File: config.mk
export PLATFORM = sky130hd
export DESIGN_NAME = router_pkt_tx_flat
export DESIGN_NICKNAME = d
export VERILOG_FILES = /design/src/rtl/router_pkt_tx_if.sv /design/src/rtl/router_pkt_tx.sv /design/src/flat_wrapper.sv
export SDC_FILE = /design/constraint.sdc
export NUM_CORES = 1
export LEC_CHECK = 0
export CAP_MARGIN = 10
export CORE_MARGIN = 2
export CORE_UTILIZATION = 50
export DETAILED_ROUTE_END_ITERATION = 7
export PLACE_DENSITY = 0.74
export SETUP_SLACK_MARGIN = 0.2
export SLEW_MARGIN = 20
export SYNTH_ARGS = -nofsm -noshare
export SYNTH_HDL_FRONTEND = slang
export SYNTH_SLANG_ARGS = --single-unit
File: constraint.sdc
create_clock -name clock -period 3.05 [get_ports clock]
set_clock_uncertainty 0.2 [all_clocks]
set_input_delay 0.61 -clock clock [delete_from_list [all_inputs] [get_ports clock]]
set_output_delay 0.61 -clock clock [all_outputs]
set_load 0.005 [all_outputs]
File: src/rtl/router_pkt_tx_if.sv
// rtl/router_pkt_tx_if.sv - request handshake bundle for the serial packet transmitter
interface router_pkt_tx_if;
    logic        in_valid;
    logic        in_ready;
    logic [3:0]  in_da;
    logic [31:0] in_data;

    modport master (output in_valid, output in_da, output in_data, input in_ready);
    modport slave  (input in_valid, input in_da, input in_data, output in_ready);
endinterface

File: src/rtl/router_pkt_tx.sv
// rtl/router_pkt_tx.sv - buffered serial packet transmitter driving a router ingress port
module router_pkt_tx #(
    parameter int DEPTH   = 2,
    parameter int PAD_LEN = 10,
    parameter int GAP     = 1
) (
    input  logic          clock,
    input  logic          reset,
    router_pkt_tx_if.slave req,
    output logic          frame_n,
    output logic          valid_n,
    output logic          di,
    output logic          busy,
    output logic [7:0]    tx_count
);
    localparam int AW = (DEPTH > 1) ? $clog2(DEPTH) : 1;
    localparam int CW = $clog2(DEPTH + 1);
    localparam logic [AW-1:0] LAST_PTR = AW'(DEPTH - 1);
    localparam logic [CW-1:0] FULL_CNT = CW'(DEPTH);
    localparam logic [4:0]    PAD_LAST = (PAD_LEN > 0) ? 5'(PAD_LEN - 1) : 5'd0;
    localparam logic [4:0]    GAP_LAST = 5'(GAP - 1);

    typedef enum logic [2:0] {S_IDLE, S_ADDR, S_PAD, S_DATA, S_GAP} state_t;

    logic [3:0]    mem_da   [DEPTH];
    logic [31:0]   mem_data [DEPTH];
    logic [AW-1:0] wr_ptr, rd_ptr;
    logic [CW-1:0] fill;
    logic          ready_en;
    logic          push, pop;

    state_t      state, state_nx;
    logic [4:0]  cnt, cnt_nx;
    logic [3:0]  da_sr, da_nx;
    logic [31:0] data_sr, data_nx;
    logic        frame_nx, valid_nx, di_nx, count_inc;

    // ready_en keeps in_ready low through reset and rises on the first edge after release
    assign req.in_ready = ready_en && (fill != FULL_CNT);
    assign push         = req.in_valid && req.in_ready;
    assign busy         = (state != S_IDLE) || (fill != '0);

    always_ff @(posedge clock or posedge reset) begin
        if (reset) begin
            wr_ptr   <= '0;
            rd_ptr   <= '0;
            fill     <= '0;
            ready_en <= 1'b0;
        end else begin
            ready_en <= 1'b1;
            if (push) wr_ptr <= (wr_ptr == LAST_PTR) ? '0 : wr_ptr + 1'b1;
            if (pop)  rd_ptr <= (rd_ptr == LAST_PTR) ? '0 : rd_ptr + 1'b1;
            case ({push, pop})
                2'b10:   fill <= fill + 1'b1;
                2'b01:   fill <= fill - 1'b1;
                default: fill <= fill;
            endcase
        end
    end

    always_ff @(posedge clock) begin
        if (push) begin
            mem_da[wr_ptr]   <= req.in_da;
            mem_data[wr_ptr] <= req.in_data;
        end
    end

    // Next-state logic also computes the line values for the following cycle, so the
    // serial outputs come straight from flops.
    always_comb begin
        state_nx  = state;
        cnt_nx    = cnt;
        da_nx     = da_sr;
        data_nx   = data_sr;
        frame_nx  = 1'b1;
        valid_nx  = 1'b1;
        di_nx     = 1'b0;
        pop       = 1'b0;
        count_inc = 1'b0;
        case (state)
            S_IDLE: begin
                if (fill != '0) begin
                    pop      = 1'b1;
                    state_nx = S_ADDR;
                    cnt_nx   = '0;
                    da_nx    = {1'b0, mem_da[rd_ptr][3:1]};
                    data_nx  = mem_data[rd_ptr];
                    frame_nx = 1'b0;
                    di_nx    = mem_da[rd_ptr][0];
                end
            end
            S_ADDR: begin
                frame_nx = 1'b0;
                if (cnt != 5'd3) begin
                    cnt_nx = cnt + 5'd1;
                    di_nx  = da_sr[0];
                    da_nx  = da_sr >> 1;
                end else if (PAD_LEN == 0) begin
                    state_nx = S_DATA;
                    cnt_nx   = '0;
                    valid_nx = 1'b0;
                    di_nx    = data_sr[0];
                    data_nx  = data_sr >> 1;
                end else begin
                    state_nx = S_PAD;
                    cnt_nx   = '0;
                    di_nx    = 1'b1;
                end
            end
            S_PAD: begin
                frame_nx = 1'b0;
                if (cnt != PAD_LAST) begin
                    cnt_nx = cnt + 5'd1;
                    di_nx  = 1'b1;
                end else begin
                    state_nx = S_DATA;
                    cnt_nx   = '0;
                    valid_nx = 1'b0;
                    di_nx    = data_sr[0];
                    data_nx  = data_sr >> 1;
                end
            end
            S_DATA: begin
                if (cnt != 5'd31) begin
                    cnt_nx   = cnt + 5'd1;
                    valid_nx = 1'b0;
                    frame_nx = (cnt == 5'd30);
                    di_nx    = data_sr[0];
                    data_nx  = data_sr >> 1;
                end else begin
                    state_nx  = S_GAP;
                    cnt_nx    = '0;
                    count_inc = 1'b1;
                end
            end
            S_GAP: begin
                if (cnt != GAP_LAST) begin
                    cnt_nx = cnt + 5'd1;
                end else begin
                    state_nx = S_IDLE;
                    cnt_nx   = '0;
                end
            end
            default: state_nx = S_IDLE;
        endcase
    end

    always_ff @(posedge clock or posedge reset) begin
        if (reset) begin
            state    <= S_IDLE;
            cnt      <= '0;
            da_sr    <= '0;
            data_sr  <= '0;
            frame_n  <= 1'b1;
            valid_n  <= 1'b1;
            di       <= 1'b0;
            tx_count <= '0;
        end else begin
            state   <= state_nx;
            cnt     <= cnt_nx;
            da_sr   <= da_nx;
            data_sr <= data_nx;
            frame_n <= frame_nx;
            valid_n <= valid_nx;
            di      <= di_nx;
            if (count_inc) tx_count <= tx_count + 8'd1;
        end
    end
endmodule

File: src/flat_wrapper.sv
// flat-port wrapper written by rule: the top's interface ports become plain ports
module router_pkt_tx_flat 
#(
    parameter int DEPTH   = 2,
    parameter int PAD_LEN = 10,
    parameter int GAP     = 1
)
  (clock, reset, frame_n, valid_n, di, busy, tx_count, req_in_valid, req_in_da, req_in_data, req_in_ready);
  router_pkt_tx_if req_i ();
  input  logic clock;
  input  logic reset;
  output logic frame_n;
  output logic valid_n;
  output logic di;
  output logic busy;
  output logic [7:0] tx_count;
  input wire logic [$bits(req_i.in_valid)-1:0] req_in_valid;
  input wire logic [$bits(req_i.in_da)-1:0] req_in_da;
  input wire logic [$bits(req_i.in_data)-1:0] req_in_data;
  output wire logic [$bits(req_i.in_ready)-1:0] req_in_ready;
  assign req_i.in_valid = req_in_valid;
  assign req_i.in_da = req_in_da;
  assign req_i.in_data = req_in_data;
  assign req_in_ready = req_i.in_ready;
  router_pkt_tx #(.DEPTH(DEPTH), .PAD_LEN(PAD_LEN), .GAP(GAP)) u_core (.clock(clock), .reset(reset), .req(req_i), .frame_n(frame_n), .valid_n(valid_n), .di(di), .busy(busy), .tx_count(tx_count));
endmodule
==> reports/results.tsv <==
stage	metric	value	unit
clock_network	insertion_delay	0.42	ns
routing	drtIter0Drc	207	
run_status	outcome	finished, final reports clean	
clock_network	holdBufCountCts	0	
floorplan	coreArea	10900	um^2
job	cap_violations	0	
final_layout	multi_input_area	1840	um^2
routing	drtPass1Iterations	4	
clock_network	cts-root-buf	clkbuf_16	
timing	worstMarginPinSlew	0.648	ns
yosys	yosysMostFrequentCell	edfxtp_1	
yosys	synth_nets	429	
placed_design	placed_cell_area	6300	um^2
placed_design	io_buffers	51	
floorplan	start_util	51.6	%
timing	clock.fmax	0.370	GHz
grt	grt_pass1_wl	16100	um
critical_path	r2r-start	u_core.cnt[1]$_DFFE_PP0P_	
floorplan	dieHeight	110	um
yosys	syn_inst	382	
floorplan	die_x	110	um
timing	slew_violations	0	
yosys	yosys.area.top_type_share	38.3	%
timing	hold_viol	0	
floorplan	ioPinCount	52	
final_layout	drive_above_1_share	20.8	%
clock_network	clk_pin_slew_worst_paths	0.05	ns
pwr	power_density	831	nW/um^2
critical_path	crit_path_max_fanout	2	
routing	vias	3187	
placed_design	place_hpwl	6350	um
critical_path	crit_start	u_core.fill[0]$_DFFE_PP0P_	
yosys	avgSynthCellArea	14.8	um^2
yosys	ys_top_cells_by_count	72 x edfxtp_1, 57 x dfrtp_1, 41 x nand2_1	
yosys	synth-edff-count	72	
critical_path	crit_arrival	1.89	ns
critical_path	worstSetupEndpointType	output pin	
yosys	synthFlopType	edfxtp_1	
clock_network	clock-sinks	131	
grt	grt-ovfl-total	0	
yosys	syn_area	5640	um^2
yosys	ys_types	56	
yosys	netlist_top_cells_area	edfxtp_1 38%, dfrtp_1 25%, mux2_4 8.0%	
critical_path	cp-endpoint	busy	
grt	antenna_found_initial	0	
grt	grt_usage	18.1	%
timing	final.min_clock_period	2.70	ns
critical_path	worstSetupPathType	register to output pin	
timing	setup-violations-final	0	
timing	setup-tns-final	0	ns
critical_path	reg2regPathDepth	6	
worst_hold_path	hp-class	register to register	
pwr	ir_worst_vdd	394	uV
final_layout	fin_nets	490	
yosys	yosysTopAreaCell	edfxtp_1	
routing	wl_per_cell	16.8	um
clock_network	clockBufferDepth	2	
placed_design	place_congestion	0.761	
grt	grt_max_degree	49	
timing	rsz0062_at_grt	no	
grt	grt_pass1_vias	3250	
routing	drt-vias-per-instance	5.35	
final_layout	num_antenna_cells	0	
yosys	synth.ff_latch_count	131	
routing	antenna_left	0	
critical_path	worst-r2r-setup-slack	0.47	ns
routing	wirelength	9990	um
final_layout	area_growth	21.4	%
critical_path	critPathLaunchType	register	
yosys	async_flop_share	45.0	%
clock_network	cts_made_buffers	17	
final_layout	final_cell_area	6850	um^2
final_layout	fillers	845	
critical_path	rr_endpoint	u_core.data_sr[27]$_DFFE_PP0P_	
clock_network	cts_tree	yes	
yosys	ys_seq_area_share	64.5	%
floorplan	rows	38	
worst_hold_path	hp-start	u_core.tx_count[7]$_DFFE_PP0P_	
critical_path	crit_required	2.24	ns
timing	slew_headroom	56.7	%
timing	post-route-period-util	88.6	%
pwr	leakagePower	2.85	nW
routing	drc_errors	0	
floorplan	dieArea	12100	um^2
yosys	yosysWarnings	0	
final_layout	final-seq-area	3640	um^2
clock_network	h-tree-depth	4	
==> critical path, stage by stage, from the launching register on <==
cell	delay, ns
dfrtp_2	0.40
or4_4	0.54
or2_2	0.28
dlygate4sd2_1	0.26
==> final cells by class <==
class,instances,share of cell area [%]
Sequential cell,131,53.2
Multi-Input combinational cell,224,26.9
Timing Repair Buffer,62,9.00
Clock buffer,20,6.67
Tap cell,140,2.56
Clock inverter,12,1.22
Inverter,7,0.457
==> where the power goes <==
group | internal, mW | switching, mW
clock network | 1.08 | 0.737
logic | 0.752 | 0.638
registers | 2.24 | 0.254
total | 4.07 | 1.63
==> cell usage in the layout (no fill, tap or decap), types with 2 or more instances in the layout <==
cell type | netlist | final
inv_6 | 1 | 3
or4_4 | 1 | 2
clkdlybuf4s50_1 | 0 | 50
inv_1 | 6 | 5
nor2_1 | 3 | 2
dfstp_2 | 2 | 2
xnor2_1 | 9 | 9
a22o_1 | 2 | 2
mux2_4 | 30 | 30
and3_1 | 4 | 3
nand3_1 | 7 | 7
nor3b_1 | 2 | 2
mux2i_1 | 37 | 37
nor3_1 | 2 | 2
dfrtp_2 | 0 | 2
buf_4 | 1 | 9
edfxtp_1 | 72 | 72
a21boi_0 | 2 | 2
ha_1 | 8 | 8
nand4_1 | 2 | 2
mux2_2 | 3 | 3
nand2_1 | 41 | 41
clkbuf_8 | 0 | 2
o221a_2 | 2 | 2
clkbuf_16 | 0 | 17
xor2_1 | 3 | 3
clkinv_2 | 0 | 4
clkinvlp_4 | 0 | 5
buf_12 | 3 | 2
dfrtp_1 | 57 | 55
o21ai_0 | 36 | 36
==> layer usage <==
layer	up-vias	share of wire [%]	GRT usage, %	routed length, um
met5	-	0	0	0
met4	0	2.0	9.29	195
met3	17	4.1	4.35	407
met2	67	49	28.6	4900
met1	1570	45	23.3	4490
li1	1533	-	-	-
==> state kept, by name, indices dropped and copies added, names as in the netlist <==
name / count
u_core.fill: 2
u_core.ready_en: 1
u_core.state: 3
u_core.cnt: 5
u_core.tx_count: 8
u_core.valid_n: 1
u_core.frame_n: 1
u_core.da_sr: 3
u_core.rd_ptr: 1
u_core.mem_data: 64
u_core.data_sr: 32
u_core.mem_da: 8
u_core.di: 1
u_core.wr_ptr: 1
==> timing repair <==
item | in CTS | in global routing
setup endpoints to repair | 1 | 0
setup buffers | 1 | 0
gates resized for setup | 3 | 0
==> through the flow <==
step	setup WS [ns]	util, %	hold WS, ns	instances	power [mW]
2_1_floorplan	0.558	-	0.268	382	3.54
3_3_place_gp	0.505	57.6	0.267	563	3.82
3_5_place_dp	0.484	57.6	0.275	563	3.89
4_1_cts	0.326	62.7	0.282	596	5.74
5_1_grt	0.301	62.7	0.301	596	5.98
6_report	0.348	62.7	0.283	596	5.69
==> cells by family (layout without fill, tap and decap cells) <==
logic type | count (synthesis) | in the layout | synth area share (%)
compound gates | 58 | 58 | 6.72
xor+xnor | 12 | 12 | 1.86
fa+ha+maj | 8 | 8 | 1.77
buf+inv | 27 | 101 | 3.13
flops | 131 | 131 | 64.5
mux | 70 | 70 | 15.1
other cells | 1 | 1 | 0.0665
simple gates | 75 | 75 | 6.76
==> how the worst min path moves through the flow <==
stage                                           to  slack (ns)  depth (start not counted)
finish              u_core.tx_count[7]$_DFFE_PP0P_        0.28                          1
global route        u_core.tx_count[7]$_DFFE_PP0P_        0.30                          1
CTS                 u_core.tx_count[7]$_DFFE_PP0P_        0.28                          1
detailed placement  u_core.tx_count[7]$_DFFE_PP0P_        0.27                          1
global placement    u_core.tx_count[7]$_DFFE_PP0P_        0.27                          1
floorplan           u_core.tx_count[7]$_DFFE_PP0P_        0.27                          1
(Power assumes the default switching activity.)
